**src/rtl/ao_register_file_pkg.sv**
```systemverilog
// Shared encodings, FSM state type and the size-merge helper for the
// ao68000 register file.
package ao68000_regfile_pkg;

  localparam logic [2:0] SZ_BYTE = 3'b001;
  localparam logic [2:0] SZ_WORD = 3'b010;
  localparam logic [2:0] SZ_LONG = 3'b100;

  // Widest register the helper supports; callers zero-extend and truncate.
  localparam int MAX_W = 128;

  typedef enum logic {CLEAR, RUN} rf_state_e;

  function automatic logic [MAX_W-1:0] merge_size(input logic [MAX_W-1:0] old_v,
                                                  input logic [MAX_W-1:0] new_v,
                                                  input logic [2:0]       size);
    logic [MAX_W-1:0] res;
    res = old_v;
    if (size[0])      res = {old_v[MAX_W-1:8],  new_v[7:0]};
    else if (size[1]) res = {old_v[MAX_W-1:16], new_v[15:0]};
    else if (size[2]) res = new_v;
    return res;
  endfunction

endpackage

```
**src/rtl/ao_register_file_if.sv**
```systemverilog
// Sequencer <-> register file port bundle: Dn/An read/write ports, USP access.
interface ao_register_file_if #(
  parameter int DATA_W = 32,
  parameter int NUM_DN = 8,
  parameter int NUM_AN = 8
);
  localparam int DN_AW = $clog2(NUM_DN);
  localparam int AN_AW = $clog2(NUM_AN);

  logic              supervisor;
  logic              busy;
  logic [DN_AW-1:0]  dn_rd_addr;
  logic [DATA_W-1:0] dn_rd_data;
  logic              dn_wr_en;
  logic [DN_AW-1:0]  dn_wr_addr;
  logic [DATA_W-1:0] dn_wr_data;
  logic [2:0]        dn_wr_size;
  logic [AN_AW-1:0]  an_rd_addr;
  logic [DATA_W-1:0] an_rd_data;
  logic              an_wr_en;
  logic [AN_AW-1:0]  an_wr_addr;
  logic [DATA_W-1:0] an_wr_data;
  logic [2:0]        an_wr_size;
  logic              usp_wr_en;
  logic [DATA_W-1:0] usp_wr_data;
  logic [DATA_W-1:0] usp;

  modport master (
    output supervisor, dn_rd_addr, dn_wr_en, dn_wr_addr, dn_wr_data, dn_wr_size,
           an_rd_addr, an_wr_en, an_wr_addr, an_wr_data, an_wr_size,
           usp_wr_en, usp_wr_data,
    input  busy, dn_rd_data, an_rd_data, usp
  );

  modport slave (
    input  supervisor, dn_rd_addr, dn_wr_en, dn_wr_addr, dn_wr_data, dn_wr_size,
           an_rd_addr, an_wr_en, an_wr_addr, an_wr_data, an_wr_size,
           usp_wr_en, usp_wr_data,
    output busy, dn_rd_data, an_rd_data, usp
  );

endinterface

```
**src/rtl/ao_register_file_bank.sv**
```systemverilog
// Generic DEPTH x DATA_W register array: size-merged writes, registered read,
// write-first bypass when reading the entry being written.
module ao_regfile_bank
  import ao68000_regfile_pkg::*;
#(
  parameter int DEPTH  = 8,
  parameter int DATA_W = 32,
  parameter int AW     = 3
) (
  input  logic              i_clk,
  input  logic [AW-1:0]     i_rd_addr,
  output logic [DATA_W-1:0] o_rd_data,
  input  logic              i_wr_en,
  input  logic [AW-1:0]     i_wr_addr,
  input  logic [DATA_W-1:0] i_wr_data,
  input  logic [2:0]        i_wr_size
);

  logic [DATA_W-1:0] r_mem [DEPTH];
  logic [DATA_W-1:0] r_rd_data;
  logic              w_rd_ok, w_wr_ok;
  logic [DATA_W-1:0] w_old, w_merged, w_rd_raw;

  // Addresses past DEPTH can arrive (An index aliased to the SP); treat as empty.
  assign w_rd_ok  = {1'b0, i_rd_addr} < (AW+1)'(DEPTH);
  assign w_wr_ok  = {1'b0, i_wr_addr} < (AW+1)'(DEPTH);
  assign w_old    = w_wr_ok ? r_mem[i_wr_addr] : '0;
  assign w_rd_raw = w_rd_ok ? r_mem[i_rd_addr] : '0;
  assign w_merged = DATA_W'(merge_size(MAX_W'(w_old), MAX_W'(i_wr_data), i_wr_size));

  always_ff @(posedge i_clk) begin
    if (i_wr_en && w_wr_ok) r_mem[i_wr_addr] <= w_merged;
    if (i_wr_en && w_wr_ok && i_wr_addr == i_rd_addr) r_rd_data <= w_merged;
    else                                              r_rd_data <= w_rd_raw;
  end

  assign o_rd_data = r_rd_data;

endmodule

```
**src/rtl/ao_register_file.sv**
```systemverilog
// ao68000 Dn/An register file: two array banks, banked USP/SSP flops for the
// top An index, and a post-reset zero-fill sweep.
module ao_register_file
  import ao68000_regfile_pkg::*;
#(
  parameter int              DATA_W         = 32,
  parameter int              NUM_DN         = 8,
  parameter int              NUM_AN         = 8,
  parameter logic [DATA_W-1:0] SSP_INIT     = '0,
  parameter bit              CLEAR_ON_RESET = 1'b1
) (
  input logic clock,
  input logic reset,
  ao_register_file_if.slave rf
);

  localparam int DN_AW   = $clog2(NUM_DN);
  localparam int AN_AW   = $clog2(NUM_AN);
  localparam int SWEEP_N = (NUM_DN > NUM_AN-1) ? NUM_DN : NUM_AN-1;
  localparam int SW_W    = (SWEEP_N > 1) ? $clog2(SWEEP_N) : 1;
  localparam logic [AN_AW-1:0] SP_IDX = AN_AW'(NUM_AN-1);

  rf_state_e         r_state;
  logic [SW_W-1:0]   r_idx;
  logic [DATA_W-1:0] r_usp, r_ssp, r_sp_rd;
  logic              r_an_rd_sp;

  logic              w_busy, w_run, w_clr;
  logic              w_dn_we, w_an_we, w_sp_wr;
  logic [DN_AW-1:0]  w_dn_waddr;
  logic [AN_AW-1:0]  w_an_waddr;
  logic [DATA_W-1:0] w_dn_wdata, w_an_wd, w_an_wdata;
  logic [2:0]        w_dn_wsize;
  logic [DATA_W-1:0] w_usp_next, w_ssp_next;
  logic [DATA_W-1:0] w_dn_bank_rd, w_an_bank_rd;

  assign w_busy = (r_state == CLEAR);
  assign w_run  = !w_busy && !reset;
  assign w_clr  = w_busy && CLEAR_ON_RESET && !reset;

  // Word writes to An are sign-extended; every other size writes the full word.
  assign w_an_wd = (rf.an_wr_size == SZ_WORD) ? DATA_W'($signed(rf.an_wr_data[15:0]))
                                              : rf.an_wr_data;
  assign w_sp_wr = w_run && rf.an_wr_en && (rf.an_wr_addr == SP_IDX);

  assign w_dn_we    = w_run ? rf.dn_wr_en
                            : (w_clr && ({1'b0, r_idx} < (SW_W+1)'(NUM_DN)));
  assign w_dn_waddr = w_run ? rf.dn_wr_addr : DN_AW'(r_idx);
  assign w_dn_wdata = w_run ? rf.dn_wr_data : '0;
  assign w_dn_wsize = w_run ? rf.dn_wr_size : SZ_LONG;

  assign w_an_we    = w_run ? (rf.an_wr_en && rf.an_wr_addr != SP_IDX)
                            : (w_clr && ({1'b0, r_idx} < (SW_W+1)'(NUM_AN-1)));
  assign w_an_waddr = w_run ? rf.an_wr_addr : AN_AW'(r_idx);
  assign w_an_wdata = w_run ? w_an_wd : '0;

  // An write to the user SP outranks the explicit USP write in the same cycle.
  always_comb begin
    w_usp_next = r_usp;
    w_ssp_next = r_ssp;
    if (w_sp_wr && rf.supervisor)        w_ssp_next = w_an_wd;
    if (w_sp_wr && !rf.supervisor)       w_usp_next = w_an_wd;
    else if (w_run && rf.usp_wr_en)      w_usp_next = rf.usp_wr_data;
  end

  always_ff @(posedge clock) begin
    if (reset) begin
      r_state    <= CLEAR;
      r_idx      <= '0;
      r_usp      <= '0;
      r_ssp      <= SSP_INIT;
      r_sp_rd    <= '0;
      r_an_rd_sp <= 1'b0;
    end else begin
      if (r_state == CLEAR) begin
        if (!CLEAR_ON_RESET || r_idx == SW_W'(SWEEP_N-1)) r_state <= RUN;
        r_idx <= r_idx + 1'b1;
      end
      r_usp      <= w_usp_next;
      r_ssp      <= w_ssp_next;
      r_sp_rd    <= rf.supervisor ? w_ssp_next : w_usp_next;
      r_an_rd_sp <= (rf.an_rd_addr == SP_IDX);
    end
  end

  ao_regfile_bank #(.DEPTH(NUM_DN), .DATA_W(DATA_W), .AW(DN_AW)) u_dn_bank (
    .i_clk     (clock),
    .i_rd_addr (rf.dn_rd_addr),
    .o_rd_data (w_dn_bank_rd),
    .i_wr_en   (w_dn_we),
    .i_wr_addr (w_dn_waddr),
    .i_wr_data (w_dn_wdata),
    .i_wr_size (w_dn_wsize)
  );

  ao_regfile_bank #(.DEPTH(NUM_AN-1), .DATA_W(DATA_W), .AW(AN_AW)) u_an_bank (
    .i_clk     (clock),
    .i_rd_addr (rf.an_rd_addr),
    .o_rd_data (w_an_bank_rd),
    .i_wr_en   (w_an_we),
    .i_wr_addr (w_an_waddr),
    .i_wr_data (w_an_wdata),
    .i_wr_size (SZ_LONG)
  );

  assign rf.busy       = w_busy;
  assign rf.usp        = r_usp;
  assign rf.dn_rd_data = w_busy ? '0 : w_dn_bank_rd;
  assign rf.an_rd_data = w_busy ? '0 : (r_an_rd_sp ? r_sp_rd : w_an_bank_rd);

endmodule
```
**src/flat_wrapper.sv**
```systemverilog
// flat-port wrapper written by rule: the top's interface ports become plain ports
module ao_register_file_flat import ao68000_regfile_pkg::*;
#(
  parameter int              DATA_W         = 32,
  parameter int              NUM_DN         = 8,
  parameter int              NUM_AN         = 8,
  parameter logic [DATA_W-1:0] SSP_INIT     = '0,
  parameter bit              CLEAR_ON_RESET = 1'b1
)
  (clock, reset, rf_supervisor, rf_dn_rd_addr, rf_dn_wr_en, rf_dn_wr_addr, rf_dn_wr_data, rf_dn_wr_size, rf_an_rd_addr, rf_an_wr_en, rf_an_wr_addr, rf_an_wr_data, rf_an_wr_size, rf_usp_wr_en, rf_usp_wr_data, rf_busy, rf_dn_rd_data, rf_an_rd_data, rf_usp);
  ao_register_file_if #(.DATA_W(DATA_W), .NUM_DN(NUM_DN), .NUM_AN(NUM_AN)) rf_i ();
  input logic clock;
  input logic reset;
  input wire logic [$bits(rf_i.supervisor)-1:0] rf_supervisor;
  input wire logic [$bits(rf_i.dn_rd_addr)-1:0] rf_dn_rd_addr;
  input wire logic [$bits(rf_i.dn_wr_en)-1:0] rf_dn_wr_en;
  input wire logic [$bits(rf_i.dn_wr_addr)-1:0] rf_dn_wr_addr;
  input wire logic [$bits(rf_i.dn_wr_data)-1:0] rf_dn_wr_data;
  input wire logic [$bits(rf_i.dn_wr_size)-1:0] rf_dn_wr_size;
  input wire logic [$bits(rf_i.an_rd_addr)-1:0] rf_an_rd_addr;
  input wire logic [$bits(rf_i.an_wr_en)-1:0] rf_an_wr_en;
  input wire logic [$bits(rf_i.an_wr_addr)-1:0] rf_an_wr_addr;
  input wire logic [$bits(rf_i.an_wr_data)-1:0] rf_an_wr_data;
  input wire logic [$bits(rf_i.an_wr_size)-1:0] rf_an_wr_size;
  input wire logic [$bits(rf_i.usp_wr_en)-1:0] rf_usp_wr_en;
  input wire logic [$bits(rf_i.usp_wr_data)-1:0] rf_usp_wr_data;
  output wire logic [$bits(rf_i.busy)-1:0] rf_busy;
  output wire logic [$bits(rf_i.dn_rd_data)-1:0] rf_dn_rd_data;
  output wire logic [$bits(rf_i.an_rd_data)-1:0] rf_an_rd_data;
  output wire logic [$bits(rf_i.usp)-1:0] rf_usp;
  assign rf_i.supervisor = rf_supervisor;
  assign rf_i.dn_rd_addr = rf_dn_rd_addr;
  assign rf_i.dn_wr_en = rf_dn_wr_en;
  assign rf_i.dn_wr_addr = rf_dn_wr_addr;
  assign rf_i.dn_wr_data = rf_dn_wr_data;
  assign rf_i.dn_wr_size = rf_dn_wr_size;
  assign rf_i.an_rd_addr = rf_an_rd_addr;
  assign rf_i.an_wr_en = rf_an_wr_en;
  assign rf_i.an_wr_addr = rf_an_wr_addr;
  assign rf_i.an_wr_data = rf_an_wr_data;
  assign rf_i.an_wr_size = rf_an_wr_size;
  assign rf_i.usp_wr_en = rf_usp_wr_en;
  assign rf_i.usp_wr_data = rf_usp_wr_data;
  assign rf_busy = rf_i.busy;
  assign rf_dn_rd_data = rf_i.dn_rd_data;
  assign rf_an_rd_data = rf_i.an_rd_data;
  assign rf_usp = rf_i.usp;
  ao_register_file #(.DATA_W(DATA_W), .NUM_DN(NUM_DN), .NUM_AN(NUM_AN), .SSP_INIT(SSP_INIT), .CLEAR_ON_RESET(CLEAR_ON_RESET)) u_core (.clock(clock), .reset(reset), .rf(rf_i));
endmodule
```
**config.mk**
```make
export PLATFORM = sky130hd
export DESIGN_NAME = ao_register_file_flat
export DESIGN_NICKNAME = d
export VERILOG_FILES = /design/src/rtl/ao_register_file_pkg.sv /design/src/rtl/ao_register_file_if.sv /design/src/rtl/ao_register_file_bank.sv /design/src/rtl/ao_register_file.sv /design/src/flat_wrapper.sv
export SDC_FILE = /design/constraint.sdc
export NUM_CORES = 1
export LEC_CHECK = 0
export BUFFER_PORTS_ARGS = -buffer_cell sky130_fd_sc_hd__buf_2
export CORE_UTILIZATION = 35
export CTS_BUF_LIST = sky130_fd_sc_hd__clkbuf_8
export CTS_CLUSTER_SIZE = 10
export DETAILED_ROUTE_END_ITERATION = 10
export PLACE_DENSITY = 0.58
export SYNTH_ARGS = -nofsm -noshare
export SYNTH_HDL_FRONTEND = slang
export SYNTH_SLANG_ARGS = --single-unit
```
**constraint.sdc**
```tcl
create_clock -name clock -period 10.4 [get_ports clock]
set_input_delay 0 -clock clock [delete_from_list [all_inputs] [get_ports clock]]
set_output_delay 0 -clock clock [all_outputs]
set_load 0.01 [all_outputs]
```
Word-level counts from Yosys, hierarchy flattened:

Memories as Yosys holds them, arrays and structs flattened. A register that Yosys moved wholly into a read port is not among the register bits.
Cells that the tools add are included.

* flip-flop bits (word level): 133
* bits in latches: 0
* memory bits (read-only): 0
* memories: 2
* input bits: 120
* RAM bits: 480

Memories
* u_core.u_dn_bank.r_mem: depth 8, width 32, rd ports 2, clocked after Yosys merged registers in 1, write ports 1, RTL line ao_register_file_bank.sv:19 `logic [DATA_W-1:0] r_mem [DEPTH];`
* u_core.u_an_bank.r_mem: depth 7, width 32, rd ports 1, clocked after Yosys merged registers in 0, write ports 1, RTL line ao_register_file_bank.sv:19

* magnitude comparators: 3
* bitwise gates (word level): 1
* div/mod/pow operators: 0
* reduce and logical (&&, ||, !) cells: 13
* multiplexer cells: 26
* shift operators: 0
* equal/unequal tests: 6
* multiply operators: 0
* $add $sub $neg: 1

Operators with widths (count)
* 32-bit 2-to-1 mux: 15
* 1-bit logical AND: 11
* 3-bit equality test (second input constant): 3
* 3-bit less-than comparator (second input constant): 3
* 3-bit 2-to-1 mux: 3
* 1-bit 2-to-1 mux: 8
* 3-bit by 1-bit adder with 3-bit output (second input constant): 1
* 3-bit by 2-bit equality test with 1-bit output (second input constant): 1
* 3-bit equality test: 1
* 3-bit != test (second input constant): 1
* 1-bit logical NOT: 2
* 1-bit inverter: 1

Depth between registers and ports, before layout:

* depth in word-level cells: 7
* gate-level depth with buffers: 9
* gate-level depth less buffers: 5

Modules after synthesis:

From an unflattened synthesis, not the netlist that was laid out.

* cell total of the unflattened synthesis: 1923
* area total of the unflattened synthesis: 27685.3 sq um

By module, submodules not included
* ao_regfile_bank (u_core.u_an_bank): cells each 813, area an instance 11862.6 sq um, times used 1, sequential area each 7367.1 sq um
* ao_regfile_bank (u_core.u_dn_bank): cells each 411, area an instance 10030.9 sq um, times used 1, sequential area each 7747.4 sq um
* ao_register_file: cells each 699, area an instance 5791.8 sq um, times used 1, sequential area each 2021.9 sq um

Worst setup path before layout:

OpenSTA, ideal clock, no wires.

* path type: flip-flop to flip-flop
* start point: register u_core.r_idx[0]
* end point: memory u_core.u_dn_bank.r_mem[7][0] (enable)
* path buffers: 4
* cell stages (with the launch flop): 8
* setup time: 0.432 ns
* arrival: 3.060 ns
* data required time: 9.968 ns
* slack: 6.908 ns
* path through: dfxtp_1 > buf_2 > buf_2 > clkbuf_1 > clkbuf_1 > nand2_1 > a21o_1 > a21oi_1

* cells in the longest elaborated chain, start to end: 1

Ends and longest elaborated chain
* from (decl): RTL line ao_register_file.sv:24 `logic [SW_W-1:0] r_idx;`
* from (signal assigned): RTL line ao_register_file.sv:77 `r_idx <= r_idx + 1'b1;`
* 3-bit 2-to-1 mux: RTL line ao_register_file.sv:48 `assign w_dn_waddr = w_run ? rf.dn_wr_addr : DN_AW'(r_idx);`
* to (decl): RTL line ao_register_file_bank.sv:19

No other way between the ends.

Worst setup path after layout:

* start point: register u_core.r_idx[0]
* end point: memory u_core.u_an_bank.r_mem[5][8] (enable)

* cells in the longest elaborated chain, start to end: 6
* elaborated cells between the ends (all ways): 8
* classes of those cells: order compare: 2; mux: 4; reduce/logical: 2

Ends and longest elaborated chain
* 3-bit less-than comparator: RTL line ao_register_file.sv:53 `: (w_clr && ({1'b0, r_idx} < (SW_W+1)'(NUM_AN-1)));`
* 1-bit logical AND: RTL line ao_register_file.sv:53
* 1-bit 2-to-1 mux: RTL line ao_register_file.sv:52 `assign w_an_we = w_run ? (rf.an_wr_en && rf.an_wr_addr != SP_IDX)`
* 1-bit logical AND: RTL line ao_register_file_bank.sv:32 `if (i_wr_en && w_wr_ok) r_mem[i_wr_addr] <= w_merged;`
* 1-bit 2-to-1 mux: RTL line ao_register_file_bank.sv:32
* 1-bit 2-to-1 mux (implied by the code): RTL line ao_register_file_bank.sv:32
* to (decl): RTL line ao_register_file_bank.sv:19

Parallel ways exist; a longest one is shown, timed or not.

==> flow_metrics.py <==
metrics = {
    "sta": {
        "rsz0062_at_grt": "no",
        "finalSetupTns_ns": 0,
        "hold_viol_final": 0,
        "worstMarginPinSlew_ns": 1.201,
        "setup_viol": 0,
        "relSlewSlack_pct": 18.23,
        "drv_slew": 0,
        "fin_crit_sh_pct": 39.46,
        "fmax_ghz": 0.2437,
        "clock-skew-final_ns": 0.03092,
        "min_period_ns": 4.104,
    },
    "place": {
        "placed_area_um2": 31730,
        "dp.final_hpwl_um": 47140,
        "dp.cells": 3761,
        "place_congestion": 0.7764,
        "port_buffers": 216,
    },
    "final_layout": {
        "finish.utilization_pct": 42.32,
        "synthToLayoutAreaGrowth_pct": 19.67,
        "stdcell_count": 4117,
        "design_area_um2": 35420,
        "drive_above_1_share_pct": 18.93,
        "fill_cells": 7763,
        "nNetsFinal": 3008,
    },
    "setup_path": {
        "crit_required_ns": 10.83,
        "path_class": "reg2reg",
        "path_max_fanout": 129,
        "crit_chain": "buf_4, a311oi_1, a21o_1, a32oi_1, nor2_4, buf_4",
        "rrSetupSlack_ns": 6.30,
        "crit_buf_inv": 2,
        "slowest_stage": "dfxtp_4",
        "crit_path_frequent_cell": "buf_4",
        "worst_path_largest_cell_delay_ns": 1.09,
        "critical_path_arrival_ns": 4.53,
        "crit_family": "buffers and inverters",
        "worst_setup_path_end_kind": "flip-flop",
        "critPathLaunchType": "flip-flop",
    },
    "yosys": {
        "syn_area_um2": 29590,
        "synthFlopType": "edfxtp_1",
        "synth_edf_count": 480,
        "ys_warn_count": 0,
        "synthArstFlopShare_pct": 0,
        "synth_top_area_share_pct": 48.70,
        "synth.most_common_cell": "edfxtp_1",
        "synth_area_leaders": "edfxtp_1 (49%), dfxtp_1 (9.2%), mux4_2 (7.3%)",
        "ys_seq_area_share_pct": 57.90,
        "ys_top_cells_by_count": "edfxtp_1 (480), a21oi_1 (358), nand2_1 (326)",
        "syn_nets": 2701,
        "yosys.area.top_type": "edfxtp_1",
        "avgSynthCellArea_um2": 11.48,
        "synth_seq_cells": 616,
        "syn-instance-count": 2579,
        "synth_cell_type_count": 52,
    },
    "power_and_ir_drop": {
        "ir_drop_mv": 0.1100,
        "p_total_mw": 5.449,
        "p_per_area_nw_per_um2": 153.9,
        "p_leak_nw": 12.94,
    },
    "routing": {
        "via_per_inst": 5.284,
        "dr.pass1.iters": 5,
        "antenna_left": 0,
        "drtIter0Drc": 1605,
        "wire_per_inst_um": 20.27,
        "drc": 0,
        "wl_um": 83460,
        "num_vias": 21760,
    },
    "clocking": {
        "cts_tree": "built",
        "cts_root_buf": "clkbuf_8",
        "cts_buffer_depth": 3,
        "cts.clk_slew.worst_paths_ns": 0.06,
        "cts_made_buffers": 106,
        "cts.sinks": 616,
        "postCtsSetupBuffers": 0,
        "htree_levels": 3,
        "clock_latency_ns": 0.72,
    },
    "global_routing": {
        "grt_max_degree": 130,
        "grt_pass1_wl_um": 126800,
        "globalRouteTotalUtil_pct": 19.11,
        "grt_pass1_vias": 22170,
        "grt-ovfl-total": 0,
        "antenna_found_initial": 7,
    },
    "floorplan": {
        "start_util_pct": 35.36,
        "die_area_um2": 85720,
        "fp-row-count": 106,
        "die_h_um": 292.8,
        "io_pins": 217,
        "die_width_um": 292.8,
        "core_um2": 83690,
    },
    "worst_hold_path": {
        "min_path_type": "in2reg",
    },
    "outcome": {
        "run_status": "finished clean",
    },
    "run": {
        "cap_viol_max_count": 0,
    },
}
==> flip-flops by register name, summed over array words and instances, names as in the netlist, named ones only <==
| register | flops |
|---|---|
| u_core.r_an_rd_sp | 1 |
| u_core.r_idx | 3 |
| u_core.r_sp_rd | 32 |
| u_core.r_ssp | 32 |
| u_core.r_state | 1 |
| u_core.rf.usp | 32 |
| u_core.u_an_bank.o_rd_data | 32 |
| u_core.u_an_bank.r_mem | 224 |
| u_core.u_dn_bank.r_mem | 256 |
==> kinds of logic (layout without fill, tap and decap cells) <==
family          count (synthesis)  count (layout)  share of synthesized area (%)
compound gates                615             615                          11.67
xor+xnor                        3               3                        0.08880
fa+ha+maj                       2               2                        0.08454
buf+inv                       213             614                          2.997
flops                         616             616                          57.90
mux                           293             293                          14.21
other cells                     0               3                              0
simple gates                  837             837                          13.04
==> path summary, 6_finish.rpt <==
path	start	cells after the start	to
hold / removal	rf_an_wr_size[2]	5	u_core.rf.usp[19]$_SDFF_PP0_
setup reg to reg	u_core.r_idx[0]$_SDFFE_PP0N_	6	u_core.u_an_bank.r_mem[5][8]$_DFFE_PP_
setup / recovery	u_core.r_idx[0]$_SDFFE_PP0N_	6	u_core.u_an_bank.r_mem[5][8]$_DFFE_PP_
hold reg to reg	u_core.r_ssp[6]$_SDFF_PP0_	2	u_core.r_ssp[6]$_SDFF_PP0_
==> metal layers <==
metal	track usage, %	routed length, µm
met1	23.34	34130
met2	33.36	41880
met5	0	51
met4	6.398	1882
met3	4.059	5514
==> worst reg2reg max path: cells and delay by family (launching register included) <==
kind / cells / cell delay [ns]
AOI/OAI and AO/OA: 3 / 1.18
buffers and inverters: 2 / 1.37
DFF: 1 / 1.09
and+or+nand+nor: 1 / 0.17
==> power by group <==
group	leakage, nW	switching [mW]	internal (mW)
Clock	1.25	1.01	1.21
Sequential	5.75	0.0498	2.70
Combinational	5.95	0.271	0.215
==> per-stage QoR <==
| stage | hold slack, ns | setup WS (ns) |
|---|---|---|
| after floorplan | 0.02772 | 6.908 |
| after global placement | 0.1038 | 6.447 |
| after detailed placement | 0.1033 | 6.394 |
| after CTS | 0.0008994 | 6.401 |
| after global routing | 0.06148 | 6.070 |
| final | 0.02844 | 6.296 |
==> cell type report <==
cell class	count	area, µm²	share of cell area, %
sequential	616	17150	48.42
multi-input combinational	1750	11750	33.18
timing repair buffer	408	2908	8.210
clock buffer	112	1541	4.352
tap	1134	1419	4.006
clock inverter	90	623.1	1.759
inverter	4	15.01	0.04239
antenna	3	7.507	0.02120
==> placed cells by master (no fill, tap or decap), types with 3 or more instances in the layout <==
cell type        n
edfxtp_1       480
a21oi_1        355
nand2_1        326
nor2_1         233
nand2b_1       226
buf_2          213
dlygate4sd3_1  151
mux2i_1        148
o21ai_0        144
dfxtp_1        131
clkbuf_8       112
mux4_2          96
inv_1           44
buf_4           44
a211oi_1        33
mux2_2          25
clkinv_1        25
mux2_1          23
o2111ai_1       16
a22o_1          16
a41oi_1         16
a31o_2          16
and2_1          16
clkinv_2         9
nor2b_4          8
bufinv_16        8
nor2_4           6
nand3_1          5
diode_2          3
nand3b_1         3
a21oi_4          3
dfxtp_4          3
inv_8            3
==> timing repair <==
item | in CTS | in global routing
hold buffers | 151 | 0
hold endpoints to repair | 513 | 0
gates resized for setup | 0 | 0
Power figures use the tool's default switching activity.
